$ cat src/rtl/uart_tx_trigger_if.sv
// ---------------------------------------------------------------------------
// uart_tx_trigger_if
//
// Handshake between the transmit-request front end and the UART transmitter.
//   tx_start : one-cycle pulse that starts a frame      (front end -> tx)
//   tx_data  : byte to send, stable until next request  (front end -> tx)
//   tx_busy  : high while the transmitter shifts a frame (tx -> front end)
//
// master : the request front end (uart_tx_trigger)
// slave  : the UART transmitter
// ---------------------------------------------------------------------------
interface uart_tx_trigger_if;
  logic       tx_start;
  logic [7:0] tx_data;
  logic       tx_busy;

  modport master (output tx_start, output tx_data, input tx_busy);
  modport slave  (input tx_start, input tx_data, output tx_busy);
endinterface

$ cat src/rtl/uart_tx_trigger.sv
// ---------------------------------------------------------------------------
// uart_tx_trigger
//
// Front end for the UART transmitter. Synchronises and debounces the raw
// Transmit button and mode switch, turns a button press (or, in auto-repeat
// mode, a held button) into exactly one tx_start pulse, captures the switch
// byte at request time and follows tx_busy so requests are neither lost nor
// doubled while a frame is in flight.
//
// Ports:
//   clk_in      system clock
//   rst         synchronous reset, active-high
//   btn_in      raw Transmit button (asynchronous)
//   switch_in   raw mode switch (asynchronous): 0 single-shot, 1 auto-repeat
//   data_in     byte to send; captured only when a request is accepted
//   tx_bus      master side of the transmitter handshake
//   btn_level   debounced button level
//   repeat_mode debounced switch level
//   tx_pending  high from request acceptance until the transfer is done
// ---------------------------------------------------------------------------
module uart_tx_trigger #(
  parameter int unsigned SYNC_STAGES     = 2,
  parameter int unsigned DEBOUNCE_CYCLES = 500000,
  parameter int unsigned REPEAT_CYCLES   = 5000000,
  parameter int unsigned BUSY_WAIT       = 4
) (
  input  logic              clk_in,
  input  logic              rst,
  input  logic              btn_in,
  input  logic              switch_in,
  input  logic [7:0]        data_in,
  uart_tx_trigger_if.master tx_bus,
  output logic              btn_level,
  output logic              repeat_mode,
  output logic              tx_pending
);

  localparam logic [19:0]       DB_MAX   = 20'(DEBOUNCE_CYCLES - 1);
  localparam logic [23:0]       RPT_MAX  = 24'(REPEAT_CYCLES - 1);
  localparam int unsigned       WAIT_W   = (BUSY_WAIT > 1) ? $clog2(BUSY_WAIT) : 1;
  localparam logic [WAIT_W-1:0] WAIT_MAX = WAIT_W'(BUSY_WAIT - 1);

  typedef enum logic [1:0] {
    IDLE,
    PEND,
    WAIT_BUSY,
    WAIT_DONE
  } state_t;

  // Input conditioning: index 0 is the button, index 1 the mode switch.
  logic [SYNC_STAGES-1:0] btn_sync;
  logic [SYNC_STAGES-1:0] sw_sync;
  logic [1:0]             synced;
  logic [1:0]             stable;
  logic [1:0][19:0]       db_cnt;

  // Request generation and FSM.
  logic        btn_level_d;
  logic        press_edge;
  logic        rpt_run;
  logic        repeat_hit;
  logic [23:0] rpt_cnt;
  logic [WAIT_W-1:0] wait_cnt;
  state_t      state;
  state_t      next_state;
  logic        capture;
  logic        start_next;
  logic        wait_inc;
  logic        tx_start_q;
  logic [7:0]  tx_data_q;

  // -------------------------------------------------------------------------
  // Synchronisers. data_in is deliberately not synchronised: it is sampled
  // only when a request is accepted and the switches are quasi-static.
  // -------------------------------------------------------------------------
  // NOTE: sequential state uses non-blocking (<=) so every flop samples the
  // pre-edge value of its neighbours; blocking here would collapse the chain.
  always_ff @(posedge clk_in) begin
    if (rst) begin
      btn_sync <= '0;
      sw_sync  <= '0;
    end else begin
      btn_sync <= {btn_sync[SYNC_STAGES-2:0], btn_in};
      sw_sync  <= {sw_sync[SYNC_STAGES-2:0], switch_in};
    end
  end

  assign synced = {sw_sync[SYNC_STAGES-1], btn_sync[SYNC_STAGES-1]};

  // -------------------------------------------------------------------------
  // Debounce: a new level is accepted only after the synced input has
  // disagreed with the stable level for DEBOUNCE_CYCLES consecutive cycles.
  // -------------------------------------------------------------------------
  always_ff @(posedge clk_in) begin
    if (rst) begin
      stable <= '0;
      db_cnt <= '0;
    end else begin
      for (int i = 0; i < 2; i++) begin
        if (synced[i] == stable[i]) begin
          db_cnt[i] <= '0;
        end else if (db_cnt[i] == DB_MAX) begin
          stable[i] <= synced[i];
          db_cnt[i] <= '0;
        end else begin
          db_cnt[i] <= db_cnt[i] + 20'd1;
        end
      end
    end
  end

  assign btn_level   = stable[0];
  assign repeat_mode = stable[1];

  // -------------------------------------------------------------------------
  // Request sources. The repeat timer only advances while the FSM is idle,
  // so the interval is measured from the end of the previous transfer.
  // -------------------------------------------------------------------------
  assign press_edge = btn_level & ~btn_level_d;
  assign rpt_run    = btn_level & repeat_mode & (state == IDLE);
  assign repeat_hit = rpt_run & (rpt_cnt == RPT_MAX);

  always_ff @(posedge clk_in) begin
    if (rst) begin
      btn_level_d <= 1'b0;
      rpt_cnt     <= '0;
    end else begin
      btn_level_d <= btn_level;
      if (!rpt_run || capture) begin
        rpt_cnt <= '0;
      end else begin
        rpt_cnt <= rpt_cnt + 24'd1;
      end
    end
  end

  // -------------------------------------------------------------------------
  // FSM: state register plus registered handshake outputs.
  // -------------------------------------------------------------------------
  always_ff @(posedge clk_in) begin
    if (rst) begin
      state      <= IDLE;
      wait_cnt   <= '0;
      tx_start_q <= 1'b0;
      tx_data_q  <= '0;
    end else begin
      state      <= next_state;
      tx_start_q <= start_next;
      // Cleared whenever not counting, so it is zero on entry to WAIT_BUSY.
      wait_cnt   <= wait_inc ? wait_cnt + 1'b1 : '0;
      if (capture) begin
        tx_data_q <= data_in;
      end
    end
  end

  // NOTE: every signal driven here gets a default first; a path that leaves
  // one unassigned would infer a latch.
  always_comb begin
    next_state = state;
    capture    = 1'b0;
    start_next = 1'b0;
    wait_inc   = 1'b0;
    unique case (state)
      IDLE: begin
        // A press edge and a repeat hit in the same cycle are one request.
        if (press_edge || repeat_hit) begin
          capture    = 1'b1;
          next_state = PEND;
        end
      end
      PEND: begin
        if (!tx_bus.tx_busy) begin
          start_next = 1'b1;
          next_state = WAIT_BUSY;
        end
      end
      WAIT_BUSY: begin
        // A transmitter that never raises busy must not hang the front end.
        if (tx_bus.tx_busy) begin
          next_state = WAIT_DONE;
        end else if (wait_cnt == WAIT_MAX) begin
          next_state = IDLE;
        end else begin
          wait_inc = 1'b1;
        end
      end
      WAIT_DONE: begin
        if (!tx_bus.tx_busy) begin
          next_state = IDLE;
        end
      end
      default: next_state = IDLE;
    endcase
  end

  assign tx_bus.tx_start = tx_start_q;
  assign tx_bus.tx_data  = tx_data_q;
  assign tx_pending      = (state != IDLE);

endmodule

$ cat src/flat_wrapper.sv
// flat-port wrapper written by rule: the top's interface ports become plain ports
module uart_tx_trigger_flat 
#(
  parameter int unsigned SYNC_STAGES     = 2,
  parameter int unsigned DEBOUNCE_CYCLES = 500000,
  parameter int unsigned REPEAT_CYCLES   = 5000000,
  parameter int unsigned BUSY_WAIT       = 4
)
  (clk_in, rst, btn_in, switch_in, data_in, btn_level, repeat_mode, tx_pending, tx_bus_tx_start, tx_bus_tx_data, tx_bus_tx_busy);
  uart_tx_trigger_if tx_bus_i ();
  input  logic clk_in;
  input  logic rst;
  input  logic btn_in;
  input  logic switch_in;
  input  logic [7:0] data_in;
  output logic btn_level;
  output logic repeat_mode;
  output logic tx_pending;
  output wire logic [$bits(tx_bus_i.tx_start)-1:0] tx_bus_tx_start;
  output wire logic [$bits(tx_bus_i.tx_data)-1:0] tx_bus_tx_data;
  input wire logic [$bits(tx_bus_i.tx_busy)-1:0] tx_bus_tx_busy;
  assign tx_bus_tx_start = tx_bus_i.tx_start;
  assign tx_bus_tx_data = tx_bus_i.tx_data;
  assign tx_bus_i.tx_busy = tx_bus_tx_busy;
  uart_tx_trigger #(.SYNC_STAGES(SYNC_STAGES), .DEBOUNCE_CYCLES(DEBOUNCE_CYCLES), .REPEAT_CYCLES(REPEAT_CYCLES), .BUSY_WAIT(BUSY_WAIT)) u_core (.clk_in(clk_in), .rst(rst), .btn_in(btn_in), .switch_in(switch_in), .data_in(data_in), .tx_bus(tx_bus_i), .btn_level(btn_level), .repeat_mode(repeat_mode), .tx_pending(tx_pending));
endmodule
$ cat config.mk
export PLATFORM = sky130hd
export DESIGN_NAME = uart_tx_trigger_flat
export DESIGN_NICKNAME = d
export VERILOG_FILES = /design/src/rtl/uart_tx_trigger_if.sv /design/src/rtl/uart_tx_trigger.sv /design/src/flat_wrapper.sv
export SDC_FILE = /design/constraint.sdc
export NUM_CORES = 1
export LEC_CHECK = 0
export ABC_CLOCK_PERIOD_IN_PS = 2800
export CAP_MARGIN = 20
export CORE_MARGIN = 4
export CORE_UTILIZATION = 30
export DETAILED_ROUTE_END_ITERATION = 8
export GPL_TIMING_DRIVEN = 1
export PLACE_DENSITY_LB_ADDON = 0.1
export SLEW_MARGIN = 25
export SYNTH_ARGS = -nofsm -noshare
export SYNTH_HDL_FRONTEND = slang
export SYNTH_SLANG_ARGS = --single-unit
$ cat constraint.sdc
create_clock -name clk_in -period 2.8 [get_ports clk_in]
set_input_delay 0.28 -clock clk_in [delete_from_list [all_inputs] [get_ports clk_in]]
set_output_delay 0.28 -clock clk_in [all_outputs]
set_load 0.05 [all_outputs]
* Word-level counts from Yosys, hierarchy flattened
Index checks and enable logic that the tools add are counted.
Storage, ports and cells: register bits after elaboration 84, latch bits 0, bits in writable memories 0, ROM bits 0, input port bits 13, output and inout port bits 12, word-level logic and storage cells 63, memories kept 0
Cells by class: add/sub/neg operators 4, multiply operators 0, divide/modulo/power cells 0, magnitude comparators 0, equal/unequal tests 13, shift-type cells 0, multiplexer cells 12, bitwise operators 9, reductions and logical operators 13
Operators with widths (count):
- adder 20 x 1 -> 20 bit (second input constant) | 2
- equality test 20 x 19 -> 1 bit (second input constant) | 2
- adder 24 x 1 -> 24 bit (second input constant) | 1
- equality test 24 x 23 -> 1 bit (second input constant) | 1
- two-way mux 2 bit | 5
- case mux 2 bit (4 select lines) | 1
- equality test 2 bit (second input constant) | 3
- two-way mux 1 bit | 6
- != test 2 bit (second input constant) | 3
- OR reduction 2 bit | 3
- OR reduction 3 bit | 2
- NOT 1 bit | 5
- AND 1 bit | 4
- AND reduction 2 bit | 2
- AND reduction 4 bit | 1
- != test 3 x 2 -> 1 bit (second input constant) | 1
- adder 2 x 1 -> 2 bit (second input constant) | 1
- equality test 1 bit | 2
- equality test 2 x 1 -> 1 bit (second input constant) | 1
- logical NOT 2 bit | 1
- logical OR 1 bit | 2
- nonzero test 2 bit | 1
- logical NOT 1 bit | 1

* Logic depth before layout (Yosys ltp)
depth in word-level cells 8, mapped depth 9, depth with buffers taken out 6

* Worst setup path after synthesis
Ideal clock, no wire load.
kind reg-to-reg, start register u_core.stable[0], end register u_core.rpt_cnt[11], library setup time 0.119 ns, arrival time 1.746 ns, required time 2.681 ns, slack 0.935 ns, stages on the path, launching flop included 9, buffers on the path 3, period minus slack after synthesis 1.865 ns, cell sequence dfxtp_1 > nand4_1 > nor4_1 > and4_1 > buf_6 > or3_1 > buf_6 > buf_12 > nor2_4
Between the ends: longest elaborated chain between the ends 8, elaborated cells between the ends (all ways) 10, classes of those cells 2 x mux; 4 x bitwise; 4 x reduce/logical
Ends and longest elaborated chain:
- from (decl) | line uart_tx_trigger.sv:54 | logic [1:0] stable;
- from (signal, indexed assignment) | line uart_tx_trigger.sv:103 | stable[i] <= synced[i];
- AND 1 bit (2 in series) | line uart_tx_trigger.sv:120 | assign rpt_run = btn_level & repeat_mode & (state == IDLE);
- AND 1 bit | line uart_tx_trigger.sv:121 | assign repeat_hit = rpt_run & (rpt_cnt == RPT_MAX);
- logical OR 1 bit | line uart_tx_trigger.sv:167 | if (press_edge || repeat_hit) begin
- two-way mux 1 bit | line uart_tx_trigger.sv:167
- two-way mux 1 bit | line uart_tx_trigger.sv:164 | unique case (state)
- logical OR 1 bit (*) | line uart_tx_trigger.sv:129 | if (!rpt_run || capture) begin
- OR reduction 2 bit (no line) (*)
- to (signal assigned) | line uart_tx_trigger.sv:132 | rpt_cnt <= rpt_cnt + 24'd1;
- to (decl) | line uart_tx_trigger.sv:62 | logic [23:0] rpt_cnt;
Mark *: on every way between the ends. The rest lies on a longest branch, timed or not. A chain may end at the register's enable or synchronous reset.

* Worst setup path after layout
start register u_core.db_cnt[6] (netlist bit), end register u_core.db_cnt[19] (netlist bit)
Between the ends: longest elaborated chain between the ends 2, elaborated cells between the ends (all ways) 3, classes of those cells 1 x add/sub; 1 x eq/ne; 1 x reduce/logical
Ends and longest elaborated chain:
- from (decl) | line uart_tx_trigger.sv:55 | logic [1:0][19:0] db_cnt;
- from (signal, indexed assignment) | line uart_tx_trigger.sv:106 | db_cnt[i] <= db_cnt[i] + 20'd1;
- parallel branches: the longest is 2 deep, another holds adder 20 x 1 -> 20 bit
Parallel ways; which one is timed is not known.

==> metrics.md <==
| Metric | Value |
|---|---|
| Crit path arrival time | 2.41 ns |
| CTS max path bufs | 2 |
| DIE AREA | 14700 um^2 |
| Worst Reg-to-Reg Cells | 6 |
| R2R Path Start | u_core.db_cnt[6]$_SDFF_PP0_ |
| Synthesized Nets | 434 |
| Final setup viols | 0 |
| Initial antenna violation count | 0 |
| Largest net degree at the start of global routing | 25 |
| 1st-iter DRT viols | 117 |
| Reg-to-reg endpoint | u_core.db_cnt[19]$_SDFF_PP0_ |
| Area after DPL | 4260 um^2 |
| Chip height | 121 um |
| Leakage power | 1.46 nW |
| VDD IR max | 0.313 mV |
| Syn Area/Cell | 9.21 um^2 |
| Final period util | 77.8% |
| Io pins | 25 |
| Initial Util | 30.6% |
| Die width | 121 um |
| Syn Inst Count | 417 |
| Core area | 12600 um^2 |
| RSZ-0062 raised after global routing | no |
| Wire length on met3 | 195 um |
| Fin nets | 464 |
| Hold Path Class | reg2reg |
| Outcome | finished, final reports clean |
| CTS tree | built |
| Placed insts | 608 |
| Tot GR Track Use | 11.4% |
| CP Data Required Time | 3.03 ns |
| CTS resizes | 0 |
| Final WS setup | 0.622 ns |
| DR top layer | met4 |
| First-pass GRT wire length | 13.4 mm |
| Fin area | 4570 um^2 |
| Vias in the first global route | 2822 |
| Reg-to-reg slack, setup | 0.62 ns |
| Distinct cells, synth | 35 |
| Number of remaining DRC errors | 0 |
| Sequential fraction of the synthesis area | 43.8% |
| CP Max Fanout | 12 |
| Post-DP HPWL | 5.22 mm |
| Synthesized area | 3840 um^2 |
| PortBufs | 24 |
| Post-CTS Setup Inserts | 0 |
| Post-Layout Cell Count | 624 |
| Root Buffer | clkbuf_16 |
| Grt ovf | 0 |
| Post-Place Setup Slack | 0.570 ns |
| Antenna cell count | 0 |
| Slew headroom | 49.0% |
| Later-pin clock latency in the skew report | 0.34 ns |
| Synthesis-to-finish area growth | 19.0% |
| Routed WL | 7.62 mm |
| Metal-1 WL | 3.78 mm |
| Synth warnings | 0 |
| DR vias/cell | 4.55 |
| Clk sinks | 84 |
| TritonCTS buffer count | 9 |
| Fill count | 1285 |
| Worst Setup End Kind | flop |
| Crit path to | u_core.db_cnt[19]$_SDFF_PP0_ |
| Max Clk Rate | 0.459 GHz |
| Synth Register Bits | 84 |
| Clock transition at the registers of the reported paths | 0.06 ns |
| CP startpoint | u_core.db_cnt[6]$_SDFF_PP0_ |
| Routed WL per cell | 12.2 um |
| Clock skew | 0.00688 ns |
| CTS H-Tree Depth | 3 |
| Fin. Hold Viols | 0 |
| PD cells | 542 nW/um^2 |
| Detail Route Antenna Nets | 0 |
| WS Path Type | reg2reg |
| Post-cts hold buffer count | 0 |
| Maxcap violations | 0 |
| Measured slew at the worst slew-check pin | 0.759 ns |
| Met2 wire length | 3.56 mm |
| Type of origin of the critical path | flop |
| Standard-cell rows | 41 |
| Fraction of layout cells with a size suffix above 1 | 11.5% |
| DR vias | 2838 |
| Setup_tns | 0 ns |
| Pins over their slew limit | 0 |
| Minimum clock period | 2.18 ns |
| First-pass iteration count of the detailed router | 4 |
| Final Wtd Congestion | 0.739 |
| Final Power | 2.48 mW |
==> cells in the mapped netlist <==
master,instances,share of area [%]
dfxtp_1,84,44
nor2_1,61,6.0
xor2_1,43,9.8
nand3_1,40,5.2
nand2_1,23,2.2
nand4_1,22,3.6
nor2_4,20,5.9
xnor2_1,17,3.9
and3_1,12,2.0
nor4_1,10,1.6
a31oi_1,8,1.3
clkbuf_1,8,0.78
nand3b_1,8,1.6
nor3b_1,8,1.6
and4_1,7,1.6
nor2b_1,6,0.98
inv_1,5,0.49
nor3_1,5,0.65
ha_1,4,1.3
nor4b_1,3,0.68
or3_1,3,0.49
buf_12,2,1.0
buf_2,2,0.26
buf_4,2,0.39
buf_6,2,0.59
mux2i_1,2,0.52
nor2_2,2,0.33
a21oi_1,1,0.13
and2_1,1,0.16
inv_6,1,0.23
nand4b_1,1,0.23
o21ai_0,1,0.13
or3b_2,1,0.23
or4_1,1,0.20
or4b_1,1,0.26
==> sequential cells by signal (all words and copies together) (netlist names) <==
name and flops:
u_core.wait_cnt 2, u_core.tx_bus.tx_start 1, u_core.btn_sync 2, u_core.stable 2, u_core.sw_sync 2, u_core.btn_level_d 1
u_core.rpt_cnt 24, u_core.db_cnt 40, u_core.state 2, u_core.tx_bus.tx_data 8
==> routing by layer <==
metal | global-route usage, % | vias to the layer above
met2 | 18.2 | 25
met4 | 4.41 | 0
met5 | 0 | -
met3 | 3.36 | 7
met1 | 14.5 | 1310
li1 | - | 1496
==> placed cells by master (no fill, tap or decap), types with 6 or more instances in the layout <==
cell	Yosys	final
and4_1	7	7
nor2_1	61	61
nand2_1	23	23
nor2_4	20	20
a31oi_1	8	8
buf_4	2	11
nor4_1	10	10
clkbuf_16	0	9
clkdlybuf4s50_1	0	24
nand4_1	22	22
dfxtp_1	84	84
nand3b_1	8	8
nor3b_1	8	8
xor2_1	43	43
xnor2_1	17	17
and3_1	12	12
nand3_1	40	40
nor2b_1	6	6
==> critical path, stage by stage, from the launching register on <==
cell     delay [ns]
dfxtp_1        0.36
or4b_1         0.52
nor4_1         0.24
and4_1         0.30
or3_1          0.31
buf_4          0.26
nor2_1         0.07
==> cells by family (layout without fill, tap and decap cells) <==
logic type | count (synthesis) | count (layout) | synth area share, %
xor gates and xnor gates | 60 | 60 | 13.7
adders and majority gates | 4 | 4 | 1.30
buffers and inverters | 22 | 57 | 3.78
DFF | 84 | 84 | 43.8
AOI/OAI and AO/OA | 10 | 10 | 1.56
muxes | 2 | 2 | 0.521
and+or+nand+nor | 235 | 235 | 35.4
==> area by class of cell <==
type / count / area (um^2) / share of cell area (%)
tap: 172 / 215 / 4.71
sequential: 84 / 1680 / 36.8
multi-input combinational: 311 / 2020 / 44.1
inverter: 6 / 27.5 / 0.602
clock inverter: 6 / 70.1 / 1.53
timing repair buffer: 35 / 323 / 7.06
clock buffer: 10 / 239 / 5.23
==> per-stage QoR <==
stage,util [%],hold slack [ns]
floorplan,-,0.359
global placement,33.9,0.409
finish,36.4,0.433
detailed placement,33.9,0.421
CTS,36.4,0.444
global route,36.4,0.459
==> worst min-delay path by stage <==
stage,start,cells past startpoint,endpoint,slack [ns]
after detailed placement,u_core.wait_cnt[0]$_SDFF_PP0_,1,u_core.wait_cnt[0]$_SDFF_PP0_,0.42
after global routing,u_core.wait_cnt[0]$_SDFF_PP0_,1,u_core.wait_cnt[0]$_SDFF_PP0_,0.46
after CTS,u_core.wait_cnt[0]$_SDFF_PP0_,1,u_core.wait_cnt[0]$_SDFF_PP0_,0.44
after floorplan,tx_bus_tx_busy,1,u_core.tx_bus.tx_start$_SDFF_PP0_,0.36
after global placement,u_core.wait_cnt[0]$_SDFF_PP0_,1,u_core.wait_cnt[0]$_SDFF_PP0_,0.41
final,u_core.wait_cnt[0]$_SDFF_PP0_,1,u_core.wait_cnt[0]$_SDFF_PP0_,0.43
==> power by group <==
| group | internal [mW] | switching (mW) |
|---|---|---|
| registers | 1.20 | 0.00209 |
| logic | 0.0231 | 0.0228 |
| clock network | 0.724 | 0.508 |
Note: power is estimated with default switching activity, not from simulation.
